`src/rtl/br_ram_init_pkg.sv`:
```
// Shared types and width helpers for the RAM init write mux.
package br_ram_init_pkg;

    typedef enum logic [1:0] {
        UNINIT = 2'd0,
        INIT   = 2'd1,
        READY  = 2'd2
    } state_e;

    // Address width needed to index a RAM of the given depth.
    function automatic int addr_width(input int depth);
        return $clog2(depth);
    endfunction

    // Counter width able to hold every value 0..depth inclusive.
    function automatic int count_width(input int depth);
        return $clog2(depth + 1);
    endfunction

endpackage

```
`src/rtl/br_ram_init_wr_pipe.sv`:
```
// Write-port output pipeline: Stages register stages (0 = combinational pass-through).
// Valid flops reset to 0; addr/data flops only load alongside a valid beat.
module br_ram_init_wr_pipe #(
    parameter int Stages       = 1,
    parameter int Width        = 1,
    parameter int AddressWidth = 1
) (
    input  logic                    clk,
    input  logic                    rst_n,
    input  logic                    in_valid,
    input  logic [AddressWidth-1:0] in_addr,
    input  logic [Width-1:0]        in_data,
    output logic                    out_valid,
    output logic [AddressWidth-1:0] out_addr,
    output logic [Width-1:0]        out_data
);

    if (Stages == 0) begin : g_comb
        // The pass-through case has no flops, so the clock and reset go unused.
        logic unused_clk_rst;
        assign unused_clk_rst = clk ^ rst_n;
        assign out_valid = in_valid;
        assign out_addr  = in_addr;
        assign out_data  = in_data;
    end else begin : g_reg
        logic [Stages-1:0]       vld_q;
        logic [AddressWidth-1:0] addr_q [Stages];
        logic [Width-1:0]        data_q [Stages];

        // Shift beats down the pipe; payload flops are enabled only by their valid.
        always_ff @(posedge clk or negedge rst_n) begin
            if (!rst_n) begin
                vld_q <= '0;
                for (int i = 0; i < Stages; i++) begin
                    addr_q[i] <= '0;
                    data_q[i] <= '0;
                end
            end else begin
                vld_q[0] <= in_valid;
                if (in_valid) begin
                    addr_q[0] <= in_addr;
                    data_q[0] <= in_data;
                end
                for (int i = 1; i < Stages; i++) begin
                    vld_q[i] <= vld_q[i-1];
                    if (vld_q[i-1]) begin
                        addr_q[i] <= addr_q[i-1];
                        data_q[i] <= data_q[i-1];
                    end
                end
            end
        end

        assign out_valid = vld_q[Stages-1];
        assign out_addr  = addr_q[Stages-1];
        assign out_data  = data_q[Stages-1];
    end

endmodule

```
`src/rtl/br_ram_init_write_mux.sv`:
```
// Merges initializer writes with user writes onto one RAM write port.
// User traffic is held off until init completes; init progress is tracked
// against the expected 0..Depth-1 address sequence and errors are flagged.
//
//   state  | meaning
//   -------+-------------------------------------------------------------
//   UNINIT | out of reset, RAM contents undefined, user writes blocked
//   INIT   | initializer busy, counting its writes, user writes blocked
//   READY  | init finished, user writes accepted while init_busy is low
module br_ram_init_write_mux
    import br_ram_init_pkg::*;
#(
    parameter  int Depth        = 2,
    parameter  int Width        = 1,
    parameter  int OutputStages = 1,
    localparam int AddressWidth = addr_width(Depth)
) (
    input  logic                    clk,
    input  logic                    rst_n,
    input  logic                    init_busy,
    input  logic                    init_wr_valid,
    input  logic [AddressWidth-1:0] init_wr_addr,
    input  logic [Width-1:0]        init_wr_data,
    input  logic                    user_wr_valid,
    output logic                    user_wr_ready,
    input  logic [AddressWidth-1:0] user_wr_addr,
    input  logic [Width-1:0]        user_wr_data,
    output logic                    init_done,
    output logic                    init_error,
    output logic                    ram_wr_valid,
    output logic [AddressWidth-1:0] ram_wr_addr,
    output logic [Width-1:0]        ram_wr_data
);

    localparam int CountWidth = count_width(Depth);
    localparam logic [CountWidth-1:0] CountFull = CountWidth'(Depth);

    state_e                  state_q, state_d;
    logic [CountWidth-1:0]   cnt_q, cnt_d, cnt_base;
    logic                    err_q, err_d;
    logic                    done_q;
    logic                    init_entry;
    logic                    s0_valid;
    logic [AddressWidth-1:0] s0_addr;
    logic [Width-1:0]        s0_data;

    // State, init counter, done and error registers.
    always_ff @(posedge clk or negedge rst_n) begin
        if (!rst_n) begin
            state_q <= UNINIT;
            cnt_q   <= '0;
            err_q   <= 1'b0;
            done_q  <= 1'b0;
        end else begin
            state_q <= state_d;
            cnt_q   <= cnt_d;
            err_q   <= err_d;
            done_q  <= (state_d == READY);
        end
    end

    // Next-state logic.
    always_comb begin
        state_d = state_q;
        case (state_q)
            UNINIT:  if (init_busy)  state_d = INIT;
            INIT:    if (!init_busy) state_d = READY;
            READY:   if (init_busy)  state_d = INIT;
            default: state_d = UNINIT;
        endcase
    end

    // Init write tracking. The cycle busy first rises counts as the first
    // write slot, so the counter and error are cleared before it is scored.
    always_comb begin
        init_entry = (state_q != INIT) && init_busy;
        cnt_base   = init_entry ? '0 : cnt_q;
        err_d      = init_entry ? 1'b0 : err_q;
        cnt_d      = cnt_base;
        if (init_wr_valid) begin
            if ((state_q == INIT) || init_entry) begin
                if (CountWidth'(init_wr_addr) != cnt_base) err_d = 1'b1;
                if (cnt_base != CountFull) cnt_d = cnt_base + 1'b1;
            end else begin
                err_d = 1'b1;
            end
        end
        if ((state_q == INIT) && !init_busy && (cnt_d != CountFull)) err_d = 1'b1;
    end

    // Stage-0 arbiter: init writes always win; users only when ready.
    always_comb begin
        user_wr_ready = (state_q == READY) && !init_busy;
        s0_valid      = 1'b0;
        s0_addr       = '0;
        s0_data       = '0;
        if (init_wr_valid) begin
            s0_valid = 1'b1;
            s0_addr  = init_wr_addr;
            s0_data  = init_wr_data;
        end else if (user_wr_valid && user_wr_ready) begin
            s0_valid = 1'b1;
            s0_addr  = user_wr_addr;
            s0_data  = user_wr_data;
        end
    end

    assign init_done  = done_q;
    assign init_error = err_q;

    br_ram_init_wr_pipe #(
        .Stages       (OutputStages),
        .Width        (Width),
        .AddressWidth (AddressWidth)
    ) u_pipe (
        .clk       (clk),
        .rst_n     (rst_n),
        .in_valid  (s0_valid),
        .in_addr   (s0_addr),
        .in_data   (s0_data),
        .out_valid (ram_wr_valid),
        .out_addr  (ram_wr_addr),
        .out_data  (ram_wr_data)
    );

    a_no_x_ctrl: assert property (@(posedge clk) disable iff (!rst_n)
        !$isunknown({init_busy, init_wr_valid}));

    a_user_hold: assert property (@(posedge clk) disable iff (!rst_n)
        (user_wr_valid && !user_wr_ready) |=>
            (user_wr_valid && $stable(user_wr_addr) && $stable(user_wr_data)));

    a_init_addr: assert property (@(posedge clk) disable iff (!rst_n)
        init_wr_valid |-> (32'(init_wr_addr) < Depth));

    a_user_addr: assert property (@(posedge clk) disable iff (!rst_n)
        user_wr_valid |-> (32'(user_wr_addr) < Depth));

endmodule

```
`config.mk`:
```
export PLATFORM = sky130hd
export DESIGN_NAME = br_ram_init_write_mux
export DESIGN_NICKNAME = d
export VERILOG_FILES = /design/src/rtl/br_ram_init_pkg.sv /design/src/rtl/br_ram_init_wr_pipe.sv /design/src/rtl/br_ram_init_write_mux.sv
export SDC_FILE = /design/constraint.sdc
export NUM_CORES = 1
export LEC_CHECK = 0
export ABC_AREA = 1
export BUFFER_PORTS_ARGS = -buffer_cell sky130_fd_sc_hd__buf_4
export CAP_MARGIN = 10
export CORE_AREA = 2 2 39 41
export DETAILED_ROUTE_END_ITERATION = 10
export DIE_AREA = 0 0 41 43
export PLACE_DENSITY_LB_ADDON = 0.2
export SYNTH_ARGS = -nofsm -noshare
export SYNTH_HDL_FRONTEND = slang
export SYNTH_HIERARCHICAL = 1
export SYNTH_SLANG_ARGS = --single-unit
```
`constraint.sdc`:
```
create_clock -name clk -period 1.8 [get_ports clk]
set_input_delay 0.09 -clock clk [delete_from_list [all_inputs] [get_ports clk]]
set_output_delay 0.09 -clock clk [all_outputs]
set_load 0.005 [all_outputs]
```
==> summary.md, run 1 <==
| Metric | Value |
|---|---|
| Worst slack at placement | 0.2491 ns |
| CTS buffer count | 3 |
| DR DRC count | 0 |
| Vias in the first global route | between 300 and 400 |
| DR iter-0 viols | 7 |
| Fmax achieved | approximately 640 MHz |
| Yosys top cell area share | 47.49% |
| CP Launch Type | flip-flop |
| EDFF count, synth | 0 |
| Post-CTS sizing | 0 |
| Remaining Overflow, GRT | 0 |
| Cell internal pwr | ~0.37 mW |
| Remaining antenna violation count | 0 |
| Diode count | 0 |
| Max capacitance violation total | 0 |
| Worst-case vdd ir drop | around 0.28 mV |
| Floorplan row count | 14 |
| Final WL | 922 µm |
| Clk Latency, worst-skew pair | around 0.25 ns |
| Net Sw Power | between 0.15 and 0.2 mW |
| Clk slew on worst S/H paths | approximately 0.060 ns |
| Critical path, cell by cell | inv_1 > nand2_2 > a21oi_2 > inv_1 > ha_1 > nand3_1 > nand2_2 > nand2_1 > nand2_1 > nand3_2 |
| RSZ-0062 raised after global routing | no |
| Hold path start | init_busy |
| Number of fillers in the final layout | between 100 and 150 |
| Sequential fraction of design power | between 40% and 50% |
| Sequential share of the synthesized area | a little under half |
| Yosys cell types | 17 |
| Die footprint | 0.001763 mm² |
| Die Span Y | ~43 µm |
| Critical path required time | about 1.9 ns |
| CP delay by family, top | simple AND/OR/NAND/NOR gates |
| WHS Endpoint | state_q[1] |
| Worst reg2reg path startpoint | state_q[1] |
| First drt pass iteration count | 4 |
| Number of setup buffers added after CTS | 0 |
| Status | finished clean |
| Count leader, synth | nand2_1 |
| List of most frequent post-synthesis cells | nand2_1 (19), dfrtp_1 (9), inv_1 (8) |
| Syn_area_per_cell | ~8 µm² |
| CP endpoint kind | flip-flop |
| Num Clock Sinks | 9 |
| CP arrival | 1.70 ns |
| Sw Share | roughly 29% |
| R2R Setup Slk | ~0.24 ns |
| PortBufs | 14 |
| Vias/cell | 4.463 |
| Cells after Synth | 60 |
| Slew headroom | a little under 90% |
| Async set-reset flop share out of synthesis | 100.0% |
| Fin crit share | about 86% |
| Clk buf depth | 2 |
| Worst-margin pin slew | roughly 0.18 ns |
| P per Cell Area | approximately 830 mW/mm² |
| Crit path buf inv count | 2 |
| Fin crit period | roughly 1.6 ns |
| Final Max Slew Viols | 0 |
| Min-Delay Path Depth | 2 |
| HPWL after detailed placement | just over 700 µm |
| Largest area contributor in the netlist | dfrtp_1 |
| Clock skew | roughly 0.0009 ns |
| Nets | 90 |
| Chip Width | about 41 µm |
| Final hold vios | 0 |
| Total number of yosys warnings | 6 |
| Critical path depth | 10 |
| Num ports | 15 |
| Syn nets | 70 |
| Drt wl/cell | slightly below 10 µm |
| GRT Total Usage | between 10% and 20% |
| Post-Route Utilization | 45.93% |
| Initial antenna violation count | 0 |
| Ratio of cells with drive above 1 in the final layout | 35.44% |
| Crit Path Class | reg2reg |
| Setup TNS | 0 ns |
| Yosys reg bits | 9 |
| Clock root cell | clkbuf_4 |
| Area delta synth->final | 34.04% |
| Pin count of the biggest net entering global routing | 10 |
| Hold crit path type | in2reg |
| Initial Util | between 30% and 40% |
| Setup ws final | about 0.24 ns |
| Ranking of synthesized cells by area | dfrtp_1 (47%), nand2_1 (15%), nand2_2 (9.2%), inv_1 (6.3%), a21oi_1 (3.2%) |
| GP Congestion | around 0.7 |
| Crit-path max cell delay | 0.37 ns |
| Critical-path top delay cell | dfrtp_1 |
| Core area | 0.001384 mm² |
| Post-CTS Hold Fix Bufs | 1 |
| Final setup viols | 0 |
| H-tree levels | 1 |
| Crit path max fanout | 6 |
| R2R depth | 10 |
| Ys flop type | dfrtp_1 |
| First-pass GRT wire length | 1393 µm |
| CTS tree | built |
| Via count of the routed design | between 400 and 500 |
| Part of the power in the clock network | 29.1% |
| Reg2reg end | init_error |
| Leakage | roughly 0.34 nW |
| Logic pwr share | between 20% and 30% |
| Synthesized area | roughly 470 µm² |
area by class of cell:
cell class | count | area, µm² | area share, %
Tap cell | 16 | 20.02 | 3.150
Sequential cell | 9 | 225.2 | 35.43
Inverter | 9 | 33.78 | 5.315
Timing Repair Buffer | 15 | 115.1 | 18.11
Clock buffer | 4 | 26.28 | 4.134
Multi-Input combinational cell | 42 | 215.2 | 33.86
layout by cell type, fill, tap and decap left out, types with 2 or more instances in the layout:
cell / n
dfrtp_1: 9
nand2_1: 19
clkbuf_4: 3
nand2_2: 7
inv_1: 8
nand3_1: 2
nor2_1: 2
a21oi_1: 3
buf_4: 14
worst max path at each step:
stage / slack [ns] / endpoint / start
after detailed placement: 0.25 / init_error / state_q[1]
after global routing: 0.07 / init_error / state_q[1]
after CTS: 0.24 / init_error / state_q[1]
final: 0.24 / init_error / state_q[1]
after global placement: 0.28 / init_error / state_q[1]
after floorplan: 0.38 / init_error / state_q[1]
sequential cells by signal (all words and copies together) (netlist names):
name              count
init_done             1
init_error            1
u_pipe/out_data       1
u_pipe/out_addr       1
cnt_q                 2
state_q               2
u_pipe/out_valid      1
stage by stage:
step	power (mW)	instances	cell area (µm²)	hold WS [ns]
6_report	0.5263	95	635.6	0.06669
5_1_grt	0.5655	95	635.6	0.06635
4_1_cts	0.5325	95	635.6	0.06263
3_5_place_dp	0.3770	90	599.3	-0.07761
3_3_place_gp	0.3733	90	599.3	-0.07911
2_1_floorplan	0.3221	60	474.2	-0.2056
worst register-to-register path, delay by kind of cell, from the launching register on:
family / cells / cell delay, ns
buf+inv: 2 / 0.14
compound gates: 1 / 0.21
fa+ha+maj: 1 / 0.27
flops: 1 / 0.37
simple gates: 6 / 0.46
logic make-up after synthesis:
| group | share of synthesized area (%) |
|---|---|
| flip-flops | 47.49 |
| AND/OR/NAND/NOR | 35.62 |
| adder cells (fa/ha/maj) | 2.638 |
| buffers and inverters | 7.124 |
| AO/OA/AOI/OAI | 7.121 |
layer usage:
metal  GRT usage (%)  share of wire (%)  vias up
li1                -                  -      222
met1           14.10                 46      189
met2           17.50                 46       11
met3           3.141                5.1        2
met4           8.000                2.7        0
met5               0                  0        -
power groups by stage:
stage          combinational (mW)  clock [mW]  sequential (mW)
2_1_floorplan              0.0797           0            0.242
3_3_place_gp                0.132           0            0.242
3_5_place_dp                0.135           0            0.242
4_1_cts                     0.137       0.157            0.238
5_1_grt                     0.155       0.170            0.241
6_report                    0.135       0.153            0.238
Note: power is estimated with default switching activity, not from simulation.
==> run 2, diff against run 1 <==
--- a/config.mk
+++ b/config.mk
@@ -6,7 +6,7 @@
 export NUM_CORES = 1
 export LEC_CHECK = 0
 export ABC_AREA = 1
-export BUFFER_PORTS_ARGS = -buffer_cell sky130_fd_sc_hd__buf_4
+export BUFFER_PORTS_ARGS = -buffer_cell sky130_fd_sc_hd__clkbuf_2
 export CAP_MARGIN = 10
 export CORE_AREA = 2 2 39 41
 export DETAILED_ROUTE_END_ITERATION = 10
==> summary.md, run 2 (synthesis results as in run 1) <==
| Metric | Value |
|---|---|
| CP delay by family, top | simple AND/OR/NAND/NOR gates |
| Fin Hold WS | around 0.13 ns |
| Sw Share | between 20 and 30% |
| Fmax achieved | around 650 MHz |
| Area of the multi-input gates | roughly 220 µm² |
| Post-route cell area | around 600 µm² |
| Initial Util | about a third |
| CP arrival | 1.68 ns |
| Worst reg2reg path startpoint | state_q[1] |
| Post-Route Utilization | around 43% |
| R2R Setup Slk | 0.26 ns |
| Crit path buf inv count | 2 |
| Crit path max fanout | 6 |
| Clk buf depth | 2 |
| Floorplan row count | 14 |
| Remaining antenna violation count | 0 |
| Via count of the routed design | between 400 and 500 |
| Diode count | 0 |
| Chip Width | ~40 µm |
| Drt wl/cell | approximately 8.9 µm |
| Vias in the first global route | 363 |
| Net Sw Power | about 0.15 mW |
| Worst slack at placement | between 0.2 and 0.3 ns |
| Hold path start | init_busy |
| Area delta synth->final | 26.65% |
| CP endpoint kind | flip-flop |
| Sequential fraction of design power | between 40% and 50% |
| Dpl cells | 90 |
| Die Span Y | 43 µm |
| Storage cell area | around 230 µm² |
| Min-Delay Path Depth | 2 |
| Initial antenna violation count | 0 |
| Status | finished clean |
| R2R depth | 10 |
| Core area | around 0.0014 mm² |
| Final setup viols | 0 |
| Slew headroom | a little over four fifths |
| Crit Path Class | reg2reg |
| Die footprint | between 0.0015 and 0.002 mm² |
| Clk slew on worst S/H paths | ~0.06 ns |
| H-tree levels | 1 |
| CP Launch Type | flip-flop |
| Commonest non-fill, non-tap cell in the layout | nand2_1 |
| Clock skew | ~0.0026 ns |
| Hold crit path type | in2reg |
| Pin count of the biggest net entering global routing | 10 |
| Commonest cells after routing, fill and taps aside | nand2_1 (19), clkbuf_2 (14), dfrtp_1 (9) |
| Reg2reg end | init_error |
| Crit-path max cell delay | approximately 0.37 ns |
| Num Clock Sinks | 9 |
| P per Cell Area | approximately 850 mW/mm² |
| HPWL after detailed placement | 698.4 µm |
| Post-DP Area | roughly 560 µm² |
| RSZ-0062 raised after global routing | no |
| Ratio of cells with drive above 1 in the final layout | 35.44% |
| Post-CTS sizing | 0 |
| WHS Endpoint | init_done |
| Final non-filler cell total | 95 |
| Logic pwr share | about a quarter |
| Final Max Slew Viols | 0 |
| Critical path required time | approximately 1.9 ns |
| CTS buffer count | 3 |
| Power Total | around 0.51 mW |
| Number of setup buffers added after CTS | 0 |
| Critical path, cell by cell | inv_1 > nand2_2 > a21oi_2 > inv_1 > ha_1 > nand3_1 > nand2_2 > nand2_1 > nand2_1 > nand3_2 |
| Part of the power in the clock network | between 20% and 30% |
| Top Registers | cnt_q (2), state_q (2) |
| Final WL | around 850 µm |
| Remaining Overflow, GRT | 0 |
| Critical-path top delay cell | dfrtp_1 |
| PortBufs | 14 |
| Setup ws final | between 0.2 and 0.3 ns |
| Leakage | 0.3341 nW |
| Num ports | 15 |
| GP Congestion | about 0.72 |
| CTS tree | built |
| Vias/cell | 4.316 |
| GRT Total Usage | 12.10% |
| Worst-case vdd ir drop | roughly 0.37 mV |
| DR iter-0 viols | 2 |
| Worst-margin pin slew | between 0.2 and 0.25 ns |
| First-pass GRT wire length | 1421 µm |
| First drt pass iteration count | 2 |
| Nets | 90 |
| Final hold vios | 0 |
| DR DRC count | 0 |
| Fin crit period | ~1.5 ns |
| Clock root cell | clkbuf_4 |
| Number of fillers in the final layout | ~160 |
| Max capacitance violation total | 0 |
| Clk Latency, worst-skew pair | roughly 0.25 ns |
| Fin crit share | between 80% and 90% |
| Setup TNS | 0 ns |
| Cell internal pwr | 0.3632 mW |
[run 2: cell types whose count changed in the layout (fill, tap and decap cells not counted)]
cell	change
buf_4	-14
clkbuf_2	+14
[run 2: cell type report]
class / instances / area share (%)
clock buffers: 4 / 4.375
inverters: 9 / 5.625
multi-input cells: 42 / 35.83
flip-flops and latches: 9 / 37.50
well taps: 16 / 3.333
repair buffers: 15 / 13.33
[run 2: repair_timing]
item,in CTS,in global routing
hold buffers,1,0
setup endpoints to repair,0,0
hold endpoints to repair,9,0
[run 2: power by group through the flow]
stage                     clock (mW)  combinational, mW  sequential [mW]
final                          0.150              0.122            0.238
after floorplan                    0             0.0797            0.242
after CTS                      0.157              0.125            0.238
after global routing           0.171              0.144            0.242
after detailed placement           0              0.123            0.242
after global placement             0              0.120            0.242
[run 2: layer usage]
| metal | routed length, µm | global-route usage, % |
|---|---|---|
| met3 | 40 | 3.141 |
| met4 | 13 | 8.000 |
| met5 | 0 | 0 |
| met1 | 411 | 14.66 |
| met2 | 379 | 17.81 |
[run 2: how the worst max path moves through the flow]
stage                    start  slack [ns]         end  cells after the start
floorplan           state_q[1]        0.38  init_error                     10
global placement    state_q[1]        0.28  init_error                     10
detailed placement  state_q[1]        0.26  init_error                     10
CTS                 state_q[1]        0.25  init_error                     10
global route        state_q[1]        0.12  init_error                     10
finish              state_q[1]        0.26  init_error                     10
==> run 3, diff against run 2 <==
--- a/config.mk
+++ b/config.mk
@@ -6,12 +6,14 @@
 export NUM_CORES = 1
 export LEC_CHECK = 0
 export ABC_AREA = 1
+export ABC_CLOCK_PERIOD_IN_PS = 1800
 export BUFFER_PORTS_ARGS = -buffer_cell sky130_fd_sc_hd__clkbuf_2
 export CAP_MARGIN = 10
 export CORE_AREA = 2 2 39 41
 export DETAILED_ROUTE_END_ITERATION = 10
 export DIE_AREA = 0 0 41 43
 export PLACE_DENSITY_LB_ADDON = 0.2
+export RECOVER_POWER = 50
 export SYNTH_ARGS = -nofsm -noshare
 export SYNTH_HDL_FRONTEND = slang
 export SYNTH_HIERARCHICAL = 1
==> summary.md, run 3 (synthesis results as in run 1) <==
| Metric | Value |
|---|---|
| Commonest non-fill, non-tap cell in the layout | nand2_1 |
| Diode count | 0 |
| Vias in the first global route | 363 |
| CP arrival | ~1.7 ns |
| Core area | roughly 0.0014 mm² |
| Ratio of cells with drive above 1 in the final layout | 32.91% |
| Min-Delay Path Depth | 2 |
| Critical path depth | 10 |
| Nets | 90 |
| Fmax achieved | 650.7 MHz |
| Initial Util | 34.27% |
| GRT Total Usage | between 10 and 15% |
| Pin count of the biggest net entering global routing | 10 |
| First drt pass iteration count | 2 |
| Critical path required time | slightly below 2 ns |
| Drt wl/cell | ~8.9 µm |
| Die Span Y | 43 µm |
| Storage cell area | about 230 µm² |
| Remaining antenna violation count | 0 |
| Final hold vios | 0 |
| CTS tree | built |
| Clk slew on worst S/H paths | roughly 0.06 ns |
| Sw Share | between 20% and 30% |
| Die footprint | about 0.0018 mm² |
| Area delta synth->final | 26.12% |
| Clock skew | approximately 0.0026 ns |
| Post-DP Area | 564.3 µm² |
| GP Congestion | about 0.72 |
| CP endpoint kind | flip-flop |
| Number of setup buffers added after CTS | 0 |
| Area of the multi-input gates | roughly 220 µm² |
| Status | finished clean |
| Initial antenna violation count | 0 |
| DR iter-0 viols | 2 |
| Clock root cell | clkbuf_4 |
| R2R Setup Slk | 0.26 ns |
| CP endpoint | init_error |
| Final setup viols | 0 |
| PortBufs | 14 |
| Max capacitance violation total | 0 |
| Number of fillers in the final layout | about 160 |
| Crit Path Class | reg2reg |
| Setup TNS | 0 ns |
| Num ports | 15 |
| Crit path launch | state_q[1] |
| Sequential fraction of design power | a little under half |
| Worst-margin pin slew | ~0.49 ns |
| Reg2reg end | init_error |
| Hold crit path type | in2reg |
| Net Sw Power | around 0.15 mW |
| Cell internal pwr | 0.3624 mW |
| Post-route cell area | approximately 600 µm² |
| Top Registers | cnt_q (2), state_q (2) |
| Vias/cell | around 4.3 |
| Worst reg2reg path startpoint | state_q[1] |
| Critical path, cell by cell | inv_1 > nand2_2 > a21oi_2 > inv_1 > ha_1 > nand3_1 > nand2_2 > nand2_1 > nand2_1 > nand3_2 |
| Slew headroom | around 67% |
| R2R depth | 10 |
| Crit-path max cell delay | 0.37 ns |
| Via count of the routed design | between 400 and 500 |
| RSZ-0062 raised after global routing | no |
| Final WL | about 850 µm |
| Logic pwr share | between 20% and 30% |
| Crit path buf inv count | 2 |
| Fin crit period | about 1.5 ns |
| CP Launch Type | flip-flop |
| Clk buf depth | 2 |
| Crit path max fanout | 6 |
| Num Clock Sinks | 9 |
| H-tree levels | 1 |
| CTS buffer count | 3 |
| HPWL after detailed placement | ~700 µm |
| Leakage | approximately 0.33 nW |
| Part of the power in the clock network | 29.5% |
| First-pass GRT wire length | ~1400 µm |
| Critical-path top delay cell | dfrtp_1 |
| DR DRC count | 0 |
| Chip Width | 41 µm |
| Remaining Overflow, GRT | 0 |
| P per Cell Area | approximately 850 mW/mm² |
| Final Max Slew Viols | 0 |
| CP delay by family, top | simple AND/OR/NAND/NOR gates |
| Fin crit share | about 85% |
| Commonest cells after routing, fill and taps aside | nand2_1 (19), clkbuf_2 (12), dfrtp_1 (9) |
| Worst-case vdd ir drop | about 0.37 mV |
| Floorplan row count | 14 |
| Clk Latency, worst-skew pair | roughly 0.25 ns |
run 3: cell count changes in the layout (fill, tap and decap cells not counted):
cell      previous run  this run
clkbuf_1             1         3
clkbuf_2            14        12
run 3: metal layers:
layer	global-route usage [%]	routed length (µm)	vias up
li1	-	-	222
met1	14.66	417	176
met2	17.81	378	9
met3	3.141	37	2
met4	8.000	13	0
met5	0	0	-
run 3: metrics by stage:
| stage | power [mW] | utilization [%] | setup WS (ns) | std cells | hold WS (ns) |
|---|---|---|---|---|---|
| final | 0.5103 | 43.22 | 0.2632 | 95 | 0.1305 |
| after global routing | 0.5563 | 43.22 | 0.1170 | 95 | 0.1463 |
| after CTS | 0.5206 | 43.40 | 0.2540 | 95 | 0.1283 |
| after detailed placement | 0.3650 | 40.78 | 0.2627 | 90 | -0.03848 |
| after global placement | 0.3620 | 40.78 | 0.2795 | 90 | -0.04033 |
| after floorplan | 0.3221 | - | 0.3801 | 60 | -0.2056 |
run 3: power groups by stage:
stage                     logic, mW  clock network [mW]  registers [mW]
after global routing          0.143               0.171           0.242
final                         0.122               0.150           0.238
after CTS                     0.125               0.157           0.238
after floorplan              0.0797                   0           0.242
after detailed placement      0.123                   0           0.242
after global placement        0.120                   0           0.242
run 3: timing repair:
| action | in CTS | in global routing |
|---|---|---|
| hold buffers | 1 | 0 |
| gates resized for setup | 0 | 0 |
| endpoints found under the hold margin | 9 | 0 |
run 3: final cells by class:
class / count / share of cell area, %
flip-flops and latches: 9 / 37.66
multi-input cells: 42 / 35.98
repair buffers: 15 / 12.97
clock buffers: 4 / 4.393
well taps: 16 / 3.347
inverters: 9 / 5.649
run 3: worst min-delay path by stage:
stage	startpoint	slack [ns]	endpoint
2_1_floorplan	rst_n	-0.21	cnt_q[0]
5_1_grt	init_busy	0.15	init_done
4_1_cts	init_busy	0.13	init_done
3_3_place_gp	rst_n	-0.04	state_q[0]
6_report	init_busy	0.13	init_done
3_5_place_dp	rst_n	-0.04	state_q[0]
